[config.mk]
export PLATFORM = sky130hd
export DESIGN_NAME = teatris_sequenciador_jogadas
export DESIGN_NICKNAME = d
export VERILOG_FILES = /design/src/rtl/teatris_sequenciador_jogadas.sv
export SDC_FILE = /design/constraint.sdc
export NUM_CORES = 1
export LEC_CHECK = 0
export BUFFER_PORTS_ARGS = -buffer_cell sky130_fd_sc_hd__clkbuf_2
export CORE_ASPECT_RATIO = 2
export CORE_MARGIN = 2
export CORE_UTILIZATION = 40
export DETAILED_ROUTE_END_ITERATION = 6
export SYNTH_ARGS = -nofsm -noshare
export SYNTH_HDL_FRONTEND = slang
export SYNTH_SLANG_ARGS = --single-unit
[constraint.sdc]
create_clock -name clock -period 2.9 [get_ports clock]
set_input_delay 0.58 -clock clock [delete_from_list [all_inputs] [get_ports clock]]
set_output_delay 0.58 -clock clock [all_outputs]
set_load 0.01 [all_outputs]
[src/rtl/teatris_sequenciador_jogadas.sv]
// Play sequencer: the player must press the buttons in the order stored in a
// small sequence memory. Each play is a rising edge of the button vector; a
// play is judged one cycle after capture and reported with one-cycle pulses.
module teatris_sequenciador_jogadas #(
    parameter int N_BOTOES       = 4,
    parameter int PROFUNDIDADE   = 16,
    parameter int CICLOS_TIMEOUT = 5000,
    localparam int AW            = $clog2(PROFUNDIDADE)
) (
    input  logic                clock,
    input  logic                reset,
    input  logic [N_BOTOES-1:0] botoes,
    input  logic                iniciar,
    input  logic                modo_repete,
    input  logic [AW:0]         tamanho,
    input  logic                carga_en,
    input  logic [AW-1:0]       carga_end,
    input  logic [N_BOTOES-1:0] carga_dado,
    output logic                acertou,
    output logic                errou,
    output logic                timeout,
    output logic                fim_sequencia,
    output logic                ocupado,
    output logic [AW-1:0]       db_contagem,
    output logic [N_BOTOES-1:0] db_jogada,
    output logic [N_BOTOES-1:0] db_esperado,
    output logic [3:0]          db_erros,
    output logic [2:0]          db_estado
);

    localparam int          TW         = $clog2(CICLOS_TIMEOUT);
    localparam logic [TW-1:0] TIMER_FIM = TW'(CICLOS_TIMEOUT - 1);
    localparam logic [AW:0] TAM_MAX    = (AW+1)'(PROFUNDIDADE);
    localparam logic [AW:0] TAM_UM     = (AW+1)'(1);

    typedef enum logic [2:0] {
        OCIOSO  = 3'd0,
        ESPERA  = 3'd1,
        COMPARA = 3'd2,
        FIM     = 3'd3,
        ERRO    = 3'd4
    } estado_t;

    estado_t             estado, estado_nxt;
    logic [AW-1:0]       endereco, endereco_nxt;
    logic [TW-1:0]       timer, timer_nxt;
    logic [AW:0]         tam_reg, tam_nxt;
    logic [N_BOTOES-1:0] jogada_nxt;
    logic [N_BOTOES-1:0] botoes_ant;
    logic [3:0]          erros_nxt;
    logic                acertou_nxt, errou_nxt, timeout_nxt, fim_nxt;

    logic [N_BOTOES-1:0] mem [PROFUNDIDADE];

    logic tem_jogada;
    logic inicio_aceito;
    logic jogada_ok;
    logic ultimo;

    // Sequence memory: loadable only while idle.
    // NOTE: the memory array has no reset on purpose, so its contents survive a reset.
    always_ff @(posedge clock) begin
        if (carga_en && (estado == OCIOSO))
            mem[carga_end] <= carga_dado;
    end

    assign db_esperado = mem[endereco];
    assign tem_jogada  = (botoes != '0) && (botoes_ant == '0);
    assign jogada_ok   = (db_jogada == db_esperado) && (db_jogada != '0)
                         && ((db_jogada & (db_jogada - 1'b1)) == '0);
    assign ultimo      = ({1'b0, endereco} == (tam_reg - TAM_UM));
    assign inicio_aceito = iniciar && (tamanho != '0)
                         && ((estado == OCIOSO) || (estado == FIM) || (estado == ERRO));

    // Next-state and next-output logic for the play FSM.
    always_comb begin
        // NOTE: every target gets a default first so no path can infer a latch.
        estado_nxt   = estado;
        endereco_nxt = endereco;
        timer_nxt    = timer;
        tam_nxt      = tam_reg;
        jogada_nxt   = db_jogada;
        erros_nxt    = db_erros;
        acertou_nxt  = 1'b0;
        errou_nxt    = 1'b0;
        timeout_nxt  = 1'b0;
        fim_nxt      = 1'b0;

        case (estado)
            OCIOSO: ;
            ESPERA: begin
                timer_nxt = timer + 1'b1;
                if (tem_jogada) begin
                    // A play arriving on the expiry cycle still counts.
                    jogada_nxt = botoes;
                    estado_nxt = COMPARA;
                end else if (timer == TIMER_FIM) begin
                    timeout_nxt = 1'b1;
                    estado_nxt  = ERRO;
                    if (db_erros != 4'hF) erros_nxt = db_erros + 1'b1;
                end
            end
            COMPARA: begin
                if (jogada_ok) begin
                    acertou_nxt = 1'b1;
                    if (ultimo) begin
                        fim_nxt    = 1'b1;
                        estado_nxt = FIM;
                    end else begin
                        endereco_nxt = endereco + 1'b1;
                        timer_nxt    = '0;
                        estado_nxt   = ESPERA;
                    end
                end else begin
                    errou_nxt  = 1'b1;
                    estado_nxt = ERRO;
                    if (db_erros != 4'hF) erros_nxt = db_erros + 1'b1;
                end
            end
            FIM: ;
            ERRO: begin
                if (modo_repete) begin
                    timer_nxt  = '0;
                    estado_nxt = ESPERA;
                end
            end
            default: estado_nxt = OCIOSO;
        endcase

        // An accepted start overrides whatever the idle/end states would do.
        if (inicio_aceito) begin
            estado_nxt   = ESPERA;
            endereco_nxt = '0;
            timer_nxt    = '0;
            erros_nxt    = '0;
            tam_nxt      = (tamanho > TAM_MAX) ? TAM_MAX : tamanho;
        end
    end

    // State and registered-output update with asynchronous reset.
    always_ff @(posedge clock or posedge reset) begin
        if (reset) begin
            estado        <= OCIOSO;
            endereco      <= '0;
            timer         <= '0;
            tam_reg       <= '0;
            db_jogada     <= '0;
            botoes_ant    <= '0;
            db_erros      <= '0;
            acertou       <= 1'b0;
            errou         <= 1'b0;
            timeout       <= 1'b0;
            fim_sequencia <= 1'b0;
        end else begin
            estado        <= estado_nxt;
            endereco      <= endereco_nxt;
            timer         <= timer_nxt;
            tam_reg       <= tam_nxt;
            db_jogada     <= jogada_nxt;
            botoes_ant    <= botoes;
            db_erros      <= erros_nxt;
            acertou       <= acertou_nxt;
            errou         <= errou_nxt;
            timeout       <= timeout_nxt;
            fim_sequencia <= fim_nxt;
        end
    end

    assign ocupado     = (estado == ESPERA) || (estado == COMPARA);
    assign db_contagem = endereco;
    assign db_estado   = estado;

endmodule

# --- After elaboration in Yosys (flattened, before gate mapping) ---
# Memories as Yosys holds them, arrays and structs flattened.
# Index checks and enable logic that the tools add are counted.
totals:
  rom_bits: 0
  word_cells: 96
  latchBits: 0
  out_inout_bits: 24
  mem_count: 1
  mem_bits_rw: 64
  reg_bits: 41
classes:
  shifts: 0
  bitwise: 1
  mux: 35
  reduce_logical: 25
  eq_ne: 17
  order_cmp: 1
  addsub: 5
  n_div: 0
  multipliers: 0
mem_list:
  columns: ["name", "words", "word_bits", "read_ports", "rd_clocked_by_memory_dff", "wr", "line_no", "source"]
  rows:
  - ["mem", 16, 4, 1, 0, 1, "53", "logic [N_BOTOES-1:0] mem [PROFUNDIDADE];"]
ops:
  columns: ["cell", "n"]
  rows:
  - ["13-bit 2-to-1 mux", 4]
  - ["13-bit one-hot mux with 3 select lines", 1]
  - ["4-bit 2-to-1 mux", 9]
  - ["3-bit inequality test, second input constant", 6]
  - ["3-bit 2-to-1 mux", 5]
  - ["13-bit by 1-bit adder with 13-bit output, second input constant", 1]
  - ["13-bit equality test, second input constant", 1]
  - ["1-bit 2-to-1 mux", 12]
  - ["3-bit one-hot mux with 4 select lines", 1]
  - ["4-bit nonzero test", 3]
  - ["4-bit by 1-bit adder with 4-bit output, second input constant", 2]
  - ["4-bit zero test", 2]
  - ["4-bit inequality test, second input constant", 2]
  - ["4-bit one-hot mux with 2 select lines", 1]
  - ["4-bit AND reduction", 2]
  - ["3-bit by 2-bit equality test with 1-bit output, second input constant", 2]
  - ["1-bit logical AND", 6]
  - ["3-bit AND reduction", 2]
  - ["4-bit by 5-bit equality test with 1-bit output", 1]
  - ["5-bit greater-than comparator, second input constant", 1]
  - ["5-bit 2-to-1 mux", 1]
  - ["5-bit nonzero test", 1]
  - ["5-bit by 1-bit subtractor with 5-bit output, second input constant", 1]
  - ["4-bit bitwise AND", 1]
  - ["other kinds (13)", 16]

# --- Depth between registers and ports, before layout ---
# Gate-level depths: netlist (run 1).
logic_depth:
  ltp_word: 7
  depth_mapped: 11
  ltp_nobuf: 10

# --- Worst setup path after synthesis (run 1) ---
# OpenSTA, ideal clock, no wires.
synth_timing:
  path_type: "reg-to-reg"
  start: "register endereco[0] (netlist: db_contagem[0])"
  end: "register db_erros[1]"
  path_slack_ns: 0.006
  path_stages_with_launch: 10
  path_buffers: 1
  setup_time_ns: 0.131
  arrival_time_ns: 2.763
  period_less_slack_ns: 2.894
  required_ns: 2.769
  path_cell_list: "dfrtp_1 buf_6 mux4_2 mux4_2 and4b_1 or3_4 o32a_1 o21ai_4 mux2i_1 nor2_1"
synth_between:
  elab_chain_cells: 6
synth_lines:
  columns: ["element", "line_no", "source"]
  rows:
  - ["start, declared", "45", "logic [AW-1:0] endereco, endereco_nxt;"]
  - ["start signal, assigned", "156", "endereco <= endereco_nxt;"]
  - ["memory read 16 x 4 bit", null, null]
  - ["via db_esperado[0]", "26", "output logic [N_BOTOES-1:0] db_esperado,"]
  - ["4-bit equality test", "69", "assign jogada_ok = (db_jogada == db_esperado) && (db_jogada != '0)"]
  - ["1-bit logical AND", "69", null]
  - ["1-bit logical AND", "70", "&& ((db_jogada & (db_jogada - 1'b1)) == '0);"]
  - ["3-bit inequality test (no line)", null, null]
  - ["4-bit AND reduction (no line)", null, null]
  - ["end signal, assigned", "161", "db_erros <= erros_nxt;"]
  - ["end, declared", "27", "output logic [3:0] db_erros,"]
# The timed path passes the listed nets, and every way through them passes these cells.
# A chain may end at the register's enable or synchronous reset.

# --- Final worst setup path (run 1) ---
layout_timing:
  start: "register endereco[0] (netlist: db_contagem[0])"
  end: "register db_erros[1]"
layout_between:
  elab_chain_cells: 6
layout_lines:
  columns: ["element", "line_no"]
  rows:
  - ["memory read 16 x 4 bit", null]
  - ["4-bit equality test", "69"]
  - ["1-bit logical AND", "69"]
  - ["1-bit logical AND", "70"]
  - ["3-bit inequality test (no line)", null]
  - ["4-bit AND reduction (no line)", null]
# Every way passes these cells.

==> results of run 1 <==
-- worst min path at each step --
| stage | slack [ns] | cells after the start | endpoint |
|---|---|---|---|
| 2_1_floorplan | 0.46 | 1 | timer[2] |
| 3_3_place_gp | 0.48 | 1 | timer[2] |
| 3_5_place_dp | 0.50 | 2 | tam_reg[4] |
| 4_1_cts | 0.35 | 2 | db_erros[2] |
| 5_1_grt | 0.37 | 1 | botoes_ant[0] |
| 6_report | 0.33 | 2 | db_erros[2] |
-- timing repair --
action / in CTS / in global routing
endpoints found under the setup margin: 20 / 25
hold buffers: 0 / 0
resized for setup: 4 / 51
pin swaps: 8 / 13
setup buffers: 0 / 3
cloned: 0 / 1
-- worst register-to-register path: cells and delay by family (launching register included) --
family / cells / cell delay, ns
AO/OA/AOI/OAI: 2 / 0.34
buffers and inverters: 2 / 0.26
multiplexers: 3 / 1.21
AND/OR/NAND/NOR: 3 / 0.68
flip-flops: 1 / 0.40
-- layout by cell type, fill, tap and decap left out, types with 3 or more instances in the layout --
cell,n
clkbuf_2,45
o21ai_0,8
inv_1,11
a221oi_1,6
o211ai_1,3
xnor2_1,3
nor2_1,28
ha_1,4
o21ai_1,9
mux2_2,4
nand2b_1,8
o31ai_1,4
mux4_2,11
nand2_1,30
mux2i_1,15
buf_6,6
nor3_1,5
buf_4,38
clkbuf_16,10
and2_1,3
nand4_1,5
nand3_1,12
a21oi_1,12
nor2b_1,3
and3_1,10
xor2_1,5
or2_2,4
o21ai_2,11
dfrtp_1,41
edfxtp_1,64
-- final cells by class --
class | instances | share of cell area, %
multi-input combinational | 251 | 31.8
sequential | 105 | 49.0
clock buffer | 9 | 3.74
clock inverter | 6 | 0.956
timing repair buffer | 92 | 10.7
tap | 147 | 3.06
inverter | 12 | 0.748
-- through the flow --
step           util [%]  cell area (um^2)  instances  TNS [ns]
2_1_floorplan         -              4880        386         0
3_3_place_gp       46.0              5550        603   -0.0540
3_5_place_dp       46.0              5550        603    -0.499
4_1_cts            48.5              5840        618    -0.436
5_1_grt            49.9              6020        622     -2.43
6_report           49.9              6020        622    -0.554
-- power by group --
part           total (mW)  switching, mW  internal [mW]  leakage [nW]
sequential           1.84          0.144           1.70          1.13
clock                1.16          0.564          0.599         0.140
combinational       0.996          0.567          0.429          1.12
total                4.00           1.27           2.72          2.39
-- kinds of logic (layout without fill, tap and decap cells) --
kind of cell,count (synthesis),in the layout,synth area share (%)
mux,31,31,9.28
fa+ha+maj,4,4,1.03
compound gates,80,80,11.3
xor+xnor,8,8,1.44
flops,105,105,60.4
buf+inv,30,119,2.79
simple gates,128,128,13.8
-- layer usage --
layer | routed length, um | up-vias | part of all wire (%)
li1 | - | 1631 | -
met5 | 0 | - | 0
met2 | 6880 | 77 | 59
met3 | 288 | 24 | 2.4
met1 | 4110 | 1725 | 35
met4 | 480 | 0 | 4.1
==> impl_results.md, run 1 <==
* DRC viols at 0
* Share of the synthesized area in the top cell type at 39.4%
* Global Route Usage Sum at 18.8%
* Pwr Density at 665 mW/mm^2
* Total routed wirelength at 11800 um
* RSZ-0062 raised after global routing: yes
* CP Data Required Time at 3.14 ns
* Layout filler cell count at 1058
* Status: finished, violations left
* Clk_skew at 0.00877 ns
* Multi-input gate area at 0.00192 mm^2
* CTS buffer count at 9
* Kind of critical path: reg -> reg
* Syn Inst Count at 386
* ANT cells at 0
* Maximum VDD drop at 338 uV
* Failing checks: setup timing
* # setup viols final at 14
* Pre-CTS setup slack at -0.123 ns
* Seq/Total Area, Yosys at 60.4%
* Critical Path Fanout Max at 5
* Final hold vios at 0
* H-tree levels at 3
* Congestion Overflow GR at 0
* Global-route wire length before repair at 18200 um
* Post-synth EDFFs at 64
* Tmin final at 3.00 ns
* Synth Net Count at 412
* # port buffers at 45
* Ranking of synthesized cells by area: edfxtp_1 39%, dfrtp_1 21%, mux4_2 5.1%, mux2i_1 3.3%, o21ai_0 2.9%
* Met3 Usage GRT at 2.54%
* Core area at 0.0121 mm^2
* Setup crit end: db_erros[1]
* Clock transition at path regs at 0.07 ns
* Reg-to-reg endpoint: db_erros[1]
* Initial core utilization at 40.5%
* Flops & latches, synth at 105
* Clk Latency, worst-skew pair at 0.35 ns
* Critical path startpoint: db_contagem[0]
* Slew @ Worst Pin at 1.04 ns
* Data arrival time of the critical path at 3.24 ns
* I/O pin total at 46
* Total power at 4.00 mW
* Root buf cell: clkbuf_16
* Die H at 160 um
* Critical Path Start Type: flip-flop
* Hold WS at 0.326 ns
* Final Slew Violations at 0
* FF-to-FF setup slack at -0.1 ns
* CP max stage cell: mux4_2
* Busiest grt layer: met2
* CP endpoint kind: flip-flop
* Layout cells sized above 1 at 33.1%
* Leakage at 2.39 nW
* Ys Warns at 0
* MaxCap Viol Count at 0
* HP Class: in -> async
* Cell taking the most area after synthesis: edfxtp_1
* Final setup margin at -0.0953 ns
* Nets at 497
* Critical path cell sequence: buf_6 > buf_6 > mux4_2 > mux4_2 > and4b_1 > or3_4 > o32a_1 > o21ai_4 > mux2i_1 > nor2_1
* Largest register FFs at 64
* Die area at 0.0132 mm^2
* Yosys cell types at 57
* Synth cell count leaders: 64 x edfxtp_1, 41 x dfrtp_1, 32 x nand2_1, 29 x nor2_1, 28 x o21ai_0
* Final worst path period share at 103%
* RR Startpoint: db_contagem[0]
* CP bufs+invs at 2
* Top-count cell post-synth: edfxtp_1
* Family with the most delay on the worst path: multiplexers
* Ys async rst share at 39.0%
* Initial DRC count at 208
* Via count at 3457
* Routability cong. at 0.829
* Clk buf depth at 2
* Largest net degree at the start of global routing at 29
* Post-route ant nets at 0
* Syn Area/Cell at 12.6 um^2
* Synthesized area at 0.00488 mm^2
* Worst r2r path cells at 10
* Register Area at 0.00295 mm^2
* # clock sinks at 105
* FP Rows at 57
* Post-DR vias/cell at 5.56
* Drt pass-1 iters at 4
* Met2 usage at 35.4%
* Ys flop type: edfxtp_1
* Max Fclk at 334 MHz
* GR Layer Usage met1 at 19.0%
* Slowest Stage Delay on Critical Path at 0.51 ns
* Vias in the first global route at 3548
* TritonCTS clock tree: built
* Initial antenna violation count at 0
* Die Width at 82.1 um
* DP HPWL at 9000 um
* Critical Path Stages at 10
* Max-slew headroom at 30.6%
* Routed wire length per instance at 18.9 um
* Area delta synth->final at 23.3%
Power figures use the tool's default switching activity.
==> run 2, diff against run 1 <==
==> constraint.sdc (replaced) <==
create_clock -name clock -period 2.9 [get_ports clock]
set_input_delay 0.145 -clock clock [delete_from_list [all_inputs] [get_ports clock]]
set_output_delay 0.145 -clock clock [all_outputs]
set_load 0.01 [all_outputs]
==> run 2 against run 1 <==
Via count shrank 0.43%. Non-clock buffer count grew 3. Largest power group unchanged. Combinational power shrank 4.3%. Final cell count grew 0.64%. The run still ends with setup timing left. Setup slack gained 0.037 ns. Clock power is essentially flat. Routed wire length shrank 1.8%. Sequential cell count is the same. Critical endpoint is now db_contagem[2]. Clock skew grew 0.0030 ns. Utilization shrank 0.13 points. Global-route usage shrank 0.29 points.
==> impl_results.md, run 2 (synthesized netlist as in run 1, its figures left out) <==
* Clk Latency, worst-skew pair at 0.35 ns (about the same)
* Die Width at 82.1 um (unchanged)
* Total routed wirelength at 11600 um (was 11800 um)
* Nets at 500 (was 497)
* Non-filler cells, final at 626 (was 622)
* TNS Setup at -0.198 ns (was -0.554 ns)
* TritonCTS clock tree: built (unchanged)
* I/O pin total at 46 (unchanged)
* # clock sinks at 105 (unchanged)
* Post-route ant nets at 0 (unchanged)
* CP max stage cell: mux4_2 (unchanged)
* Vias in the first global route at 3483 (was 3548)
* Root buf cell: clkbuf_16 (unchanged)
* Post-DR vias/cell at 5.50 (was 5.56)
* Commonest non-fill, non-tap cell in the layout: edfxtp_1 (unchanged)
* Critical Path Stages at 9 (was 10)
* Status: finished, violations left (unchanged)
* Core area at 0.0121 mm^2 (unchanged)
* Multi-input gate area at 0.00187 mm^2 (was 0.00192 mm^2)
* CP Data Required Time at 3.17 ns (was 3.14 ns)
* Critical path cell sequence: buf_8 > mux4_2 > mux4_2 > and4bb_2 > or3_4 > buf_4 > nand3_4 > or4_4 > a21oi_2 (was buf_6 > buf_6 > mux4_2 > mux4_2 > and4b_1 > or3_4 > o32a_1 > o21ai_4 > mux2i_1 > nor2_1)
* CP endpoint kind: flip-flop (unchanged)
* Congestion Overflow GR at 0 (unchanged)
* Leakage at 2.36 nW (was 2.39 nW)
* Critical Path Fanout Max at 7 (was 5)
* Critical Path Start Type: flip-flop (unchanged)
* Final hold vios at 0 (unchanged)
* Via count at 3442 (was 3457)
* Layout cells sized above 1 at 30.1% (was 33.1%)
* Largest register FFs at 64 (unchanged)
* Critical path startpoint: db_contagem[0] (unchanged)
* Max Fclk at 338 MHz (was 334 MHz)
* Final worst path period share at 102% (was 103%)
* ANT cells at 0 (unchanged)
* Slowest Stage Delay on Critical Path at 0.53 ns (was 0.51 ns)
* DP HPWL at 8830 um (was 9000 um)
* Most frequent cells in the layout: 64 x edfxtp_1, 45 x clkbuf_2, 40 x dfrtp_1, 39 x buf_4, 32 x nand2_1 (was 64 x edfxtp_1, 45 x clkbuf_2, 41 x dfrtp_1, 38 x buf_4, 30 x nand2_1)
* Worst hold stages at 3
* Area delta synth->final at 23.0% (was 23.3%)
* HP Class: in -> reg (was in -> async)
* Routed wire length per instance at 18.5 um (was 18.9 um)
* Drt pass-1 iters at 4 (unchanged)
* Maximum VDD drop at 411 uV (was 338 uV)
* Clk buf depth at 2 (unchanged)
* Slew @ Worst Pin at 0.807 ns (was 1.04 ns)
* Cell mode on critical path: mux4_2
* Clk_skew at 0.0118 ns (was 0.00877 ns)
* H-tree levels at 3 (unchanged)
* Initial DRC count at 200 (was 208)
* Max-slew headroom at 46.0% (was 30.6%)
* Placed cells at 597 (was 603)
* Die H at 160 um (unchanged)
* Register Area at 0.00295 mm^2 (about the same)
* Final setup margin at -0.0586 ns (was -0.0953 ns)
* Worst r2r path cells at 9 (was 10)
* RSZ-0062 raised after global routing: yes (unchanged)
* Clock transition at path regs at 0.08 ns (was 0.07 ns)
* Initial antenna violation count at 0 (unchanged)
* Global-route wire length before repair at 17900 um (was 18200 um)
* CTS buffer count at 9 (unchanged)
* Final Slew Violations at 0 (unchanged)
* Layout filler cell count at 1071 (was 1058)
* Global Route Usage Sum at 18.5% (was 18.8%)
* DRC viols at 0 (unchanged)
* Family with the most delay on the worst path: simple AND/OR/NAND/NOR gates (was multiplexers)
* FP Rows at 57 (unchanged)
* Die area at 0.0132 mm^2 (unchanged)
* Tmin final at 2.96 ns (was 3.00 ns)
* Data arrival time of the critical path at 3.23 ns (was 3.24 ns)
* Routability cong. at 0.837 (was 0.829)
* Largest net degree at the start of global routing at 32 (was 29)
* Pwr Density at 662 mW/mm^2 (was 665 mW/mm^2)
* CP bufs+invs at 2 (unchanged)
* Worst hold start: tamanho[4]
* Initial core utilization at 40.5% (unchanged)
* # setup viols final at 8 (was 14)
* Failing checks: setup timing (unchanged)
* RR Startpoint: db_contagem[0] (unchanged)
* Post-Route Utilization at 49.8% (was 49.9%)
* # port buffers at 45 (unchanged)
* MaxCap Viol Count at 0 (unchanged)
* Kind of critical path: reg -> reg (unchanged)
## run 2: cell count changes in the layout (fill, tap and decap cells not counted), sizes merged
cell         delta
dlygate4sd3     +5
buf             -1
## run 2: worst register-to-register path: cells and delay by family (launching register included)
kind	cells	cell delay [ns]
AO/OA/AOI/OAI	1	0.12
buffers and inverters	2	0.26
flip-flops	1	0.41
multiplexers	2	1.02
AND/OR/NAND/NOR	4	1.06
## run 2: power breakdown
| part | switching (mW) | total, mW | internal [mW] |
|---|---|---|---|
| clock | 0.572 | 1.18 | 0.605 |
| sequential | 0.145 | 1.84 | 1.70 |
| combinational | 0.519 | 0.953 | 0.434 |
## run 2: cell type report
| class | instances | area share (%) |
|---|---|---|
| Tap cell | 147 | 3.06 |
| Timing Repair Buffer | 95 | 11.1 |
| Clock buffer | 10 | 3.81 |
| Clock inverter | 6 | 0.959 |
| Sequential cell | 105 | 49.1 |
| Multi-Input combinational cell | 251 | 31.2 |
| Inverter | 12 | 0.750 |
## run 2: path summary, 6_finish.rpt
check                                 end  slack [ns]
setup / recovery           db_contagem[2]       -0.06
max in group asynchronous        timer[4]        1.93
min in group asynchronous     db_erros[2]        0.26
hold / removal                 tam_reg[4]        0.04
setup reg to reg           db_contagem[2]       -0.06
hold reg to reg                  timer[2]        0.49
## run 2: timing repair
item | CTS | global route
endpoints found under the hold margin | 14 | 0
resized for setup | 5 | 29
hold buffers | 5 | 0
endpoints found under the setup margin | 22 | 27
buffers inserted | 3 | 6
pin swaps | 4 | 10
## run 2: through the flow
step | hold WS [ns] | setup WS [ns] | power [mW] | cell area [um^2]
final | 0.0385 | -0.0586 | 3.97 | 6000
after global routing | 0.0614 | -0.141 | 4.17 | 6000
after CTS | 0.0423 | -0.102 | 3.92 | 5890
after detailed placement | 0.0878 | -0.189 | 2.74 | 5500
after global placement | 0.0786 | -0.147 | 2.71 | 5500
after floorplan | 0.176 | 0.00609 | 2.42 | 4880
## run 2: metal layers
layer  GRT usage [%]  up-vias  share of wire, %
li1                -     1648                 -
met1            19.1     1692                36
met2            34.1       80                57
met3            3.05       22               3.0
met4            9.47        0               4.3
met5               0        -                 0
==> run 3, diff against run 2 <==
CTS_BUF_LIST = sky130_fd_sc_hd__clkbuf_4 sky130_fd_sc_hd__clkbuf_8   (was unset)
clock period = 2.8 ns   (was 2.9 ns; I/O delays follow)
==> run 3 against run 2 <==
Highest routed layer unchanged. Sequential share of layout area down 0.31 points. Setup slack worse by 0.040 ns. Critical endpoint is now db_erros[1]. Register-to-register slack worse by 0.04 ns. Critical path type unchanged. Routed wire length down 1.3%. The flow still finishes with violations (setup timing). Cell area up 0.63%. Final cell count up 0.32%. Critical path depth unchanged. Clock skew down 0.0020 ns. Largest power group unchanged. Power down 4.0%.
==> impl_results.md, run 3 (synthesized netlist as in run 1, its figures left out) <==
* Final worst path period share at 104% (was 102%)
* Layout cells sized above 1 at 32.8% (was 30.1%)
* Routability cong. at 0.803 (was 0.837)
* Routed wire length per instance at 18.2 um (was 18.5 um)
* Area delta synth->final at 23.8% (was 23.0%)
* Leakage at 2.36 nW (about the same)
* CP endpoint kind: flip-flop (unchanged)
* Die area at 0.0132 mm^2 (unchanged)
* Critical Path Fanout Max at 6 (was 7)
* ANT cells at 0 (unchanged)
* Congestion Overflow GR at 0 (unchanged)
* TNS Setup at -1.06 ns (was -0.198 ns)
* Die Width at 82.1 um (unchanged)
* Hold WS at 0.0249 ns (was 0.0385 ns)
* CTS buffer count at 9 (unchanged)
* Failing checks: setup timing (unchanged)
* Commonest non-fill, non-tap cell in the layout: edfxtp_1 (unchanged)
* Core area at 0.0121 mm^2 (unchanged)
* Tmin final at 2.90 ns (was 2.96 ns)
* Status: finished, violations left (unchanged)
* # port buffers at 45 (unchanged)
* MaxCap Viol Count at 0 (unchanged)
* Kind of critical path: reg -> reg (unchanged)
* Post-route ant nets at 0 (unchanged)
* I/O pin total at 46 (unchanged)
* Post-Route Utilization at 50.1% (was 49.8%)
* Slew @ Worst Pin at 0.830 ns (was 0.807 ns)
* TritonCTS clock tree: built (unchanged)
* Root buf cell: clkbuf_8 (was clkbuf_16)
* Initial antenna violation count at 0 (unchanged)
* DRC viols at 0 (unchanged)
* Critical Path Start Type: flip-flop (unchanged)
* Via count at 3424 (was 3442)
* Pre-CTS setup slack at -0.179 ns (was -0.189 ns)
* Most frequent cells in the layout: 64 x edfxtp_1, 45 x clkbuf_2, 40 x dfrtp_1, 37 x buf_4, 32 x nand2_1 (was 64 x edfxtp_1, 45 x clkbuf_2, 40 x dfrtp_1, 39 x buf_4, 32 x nand2_1)
* DP HPWL at 8620 um (was 8830 um)
* Drt pass-1 iters at 5 (was 4)
* # setup viols final at 20 (was 8)
* Vias in the first global route at 3443 (was 3483)
* Clk Latency, worst-skew pair at 0.36 ns (was 0.35 ns)
* FP Rows at 57 (unchanged)
* HP Class: in -> reg (unchanged)
* Global Route Usage Sum at 17.9% (was 18.5%)
* Final setup margin at -0.0982 ns (was -0.0586 ns)
* Data arrival time of the critical path at 3.12 ns (was 3.23 ns)
* H-tree levels at 3 (unchanged)
* Largest net degree at the start of global routing at 34 (was 32)
* Nets at 502 (was 500)
* Final Slew Violations at 0 (unchanged)
* # clock sinks at 105 (unchanged)
* Clk_skew at 0.00983 ns (was 0.0118 ns)
* Initial DRC count at 191 (was 200)
* Global-route wire length before repair at 17300 um (was 17900 um)
* Total routed wirelength at 11400 um (was 11600 um)
* Die H at 160 um (unchanged)
* Max-slew headroom at 44.5% (was 46.0%)
* Final hold vios at 0 (unchanged)
* Clk buf depth at 2 (unchanged)
* Initial core utilization at 40.5% (unchanged)
* RSZ-0062 raised after global routing: yes (unchanged)
* Clock transition at path regs at 0.11 ns (was 0.08 ns)
* Maximum VDD drop at 316 uV (was 411 uV)
* CP Data Required Time at 3.02 ns (was 3.17 ns)
* Pwr Density at 631 mW/mm^2 (was 662 mW/mm^2)
* Post-DR vias/cell at 5.45 (was 5.50)
* Largest register FFs at 64 (unchanged)
* Max Fclk at 345 MHz (was 338 MHz)
==> run 3: worst max-delay path: stages (launching register included) <==
cell,delay [ns]
dfrtp_2,0.43
buf_12,0.14
mux4_2,0.48
mux4_2,0.51
and4b_1,0.21
or3_4,0.40
o32a_1,0.20
o21ai_4,0.12
mux2i_1,0.21
nor2_1,0.06
==> run 3: what timing repair did <==
item                                    CTS  global route
pin swaps                                 4            15
gates resized for setup                  11            43
hold buffers                              6             0
setup buffers                             6             7
hold endpoints to repair                 13             0
gates cloned                              1             0
endpoints found under the setup margin   19            25
==> run 3: worst paths after layout <==
check / from / endpoint / slack (ns) / depth (start not counted)
min reg2reg: timer[2] / timer[2] / 0.49 / 1
min: tamanho[2] / tam_reg[2] / 0.02 / 3
min in group asynchronous: reset / tam_reg[3] / 0.21 / 3
max: db_contagem[0] / db_erros[1] / -0.1 / 9
max in group asynchronous: reset / botoes_ant[3] / 1.88 / 4
max reg2reg: db_contagem[0] / db_erros[1] / -0.1 / 9
==> run 3: area by class of cell <==
| type | instances | area [um^2] |
|---|---|---|
| Timing Repair Buffer | 97 | 698 |
| Multi-Input combinational cell | 251 | 1970 |
| Clock buffer | 10 | 131 |
| Inverter | 12 | 45.0 |
| Fill cell | 1062 | 6010 |
| Tap cell | 147 | 184 |
| Clock inverter | 6 | 62.6 |
| Sequential cell | 105 | 2950 |
==> run 3: metrics by stage <==
stage,instances,area (um^2),power [mW]
2_1_floorplan,386,4880,2.51
3_3_place_gp,593,5470,2.80
3_5_place_dp,593,5470,2.83
4_1_cts,622,5840,3.77
5_1_grt,628,6040,4.01
6_report,628,6040,3.81
==> run 3: report_power, final <==
| group | leakage (nW) | total (mW) | switching, mW | internal, mW |
|---|---|---|---|---|
| Sequential | 1.12 | 1.91 | 0.157 | 1.76 |
| Clock | 0.100 | 0.915 | 0.555 | 0.359 |
| Combinational | 1.14 | 0.986 | 0.543 | 0.443 |
| Total | 2.36 | 3.81 | 1.25 | 2.56 |
==> run 3: per-layer routing <==
metal | global-route usage [%] | routed length (um) | vias to the layer above | share of wire, %
li1 | - | - | 1643 | -
met2 | 35.0 | 6700 | 75 | 59
met5 | 0 | 0 | - | 0
met4 | 7.05 | 312 | 0 | 2.7
met1 | 17.7 | 4040 | 1688 | 35
met3 | 2.82 | 348 | 18 | 3.1
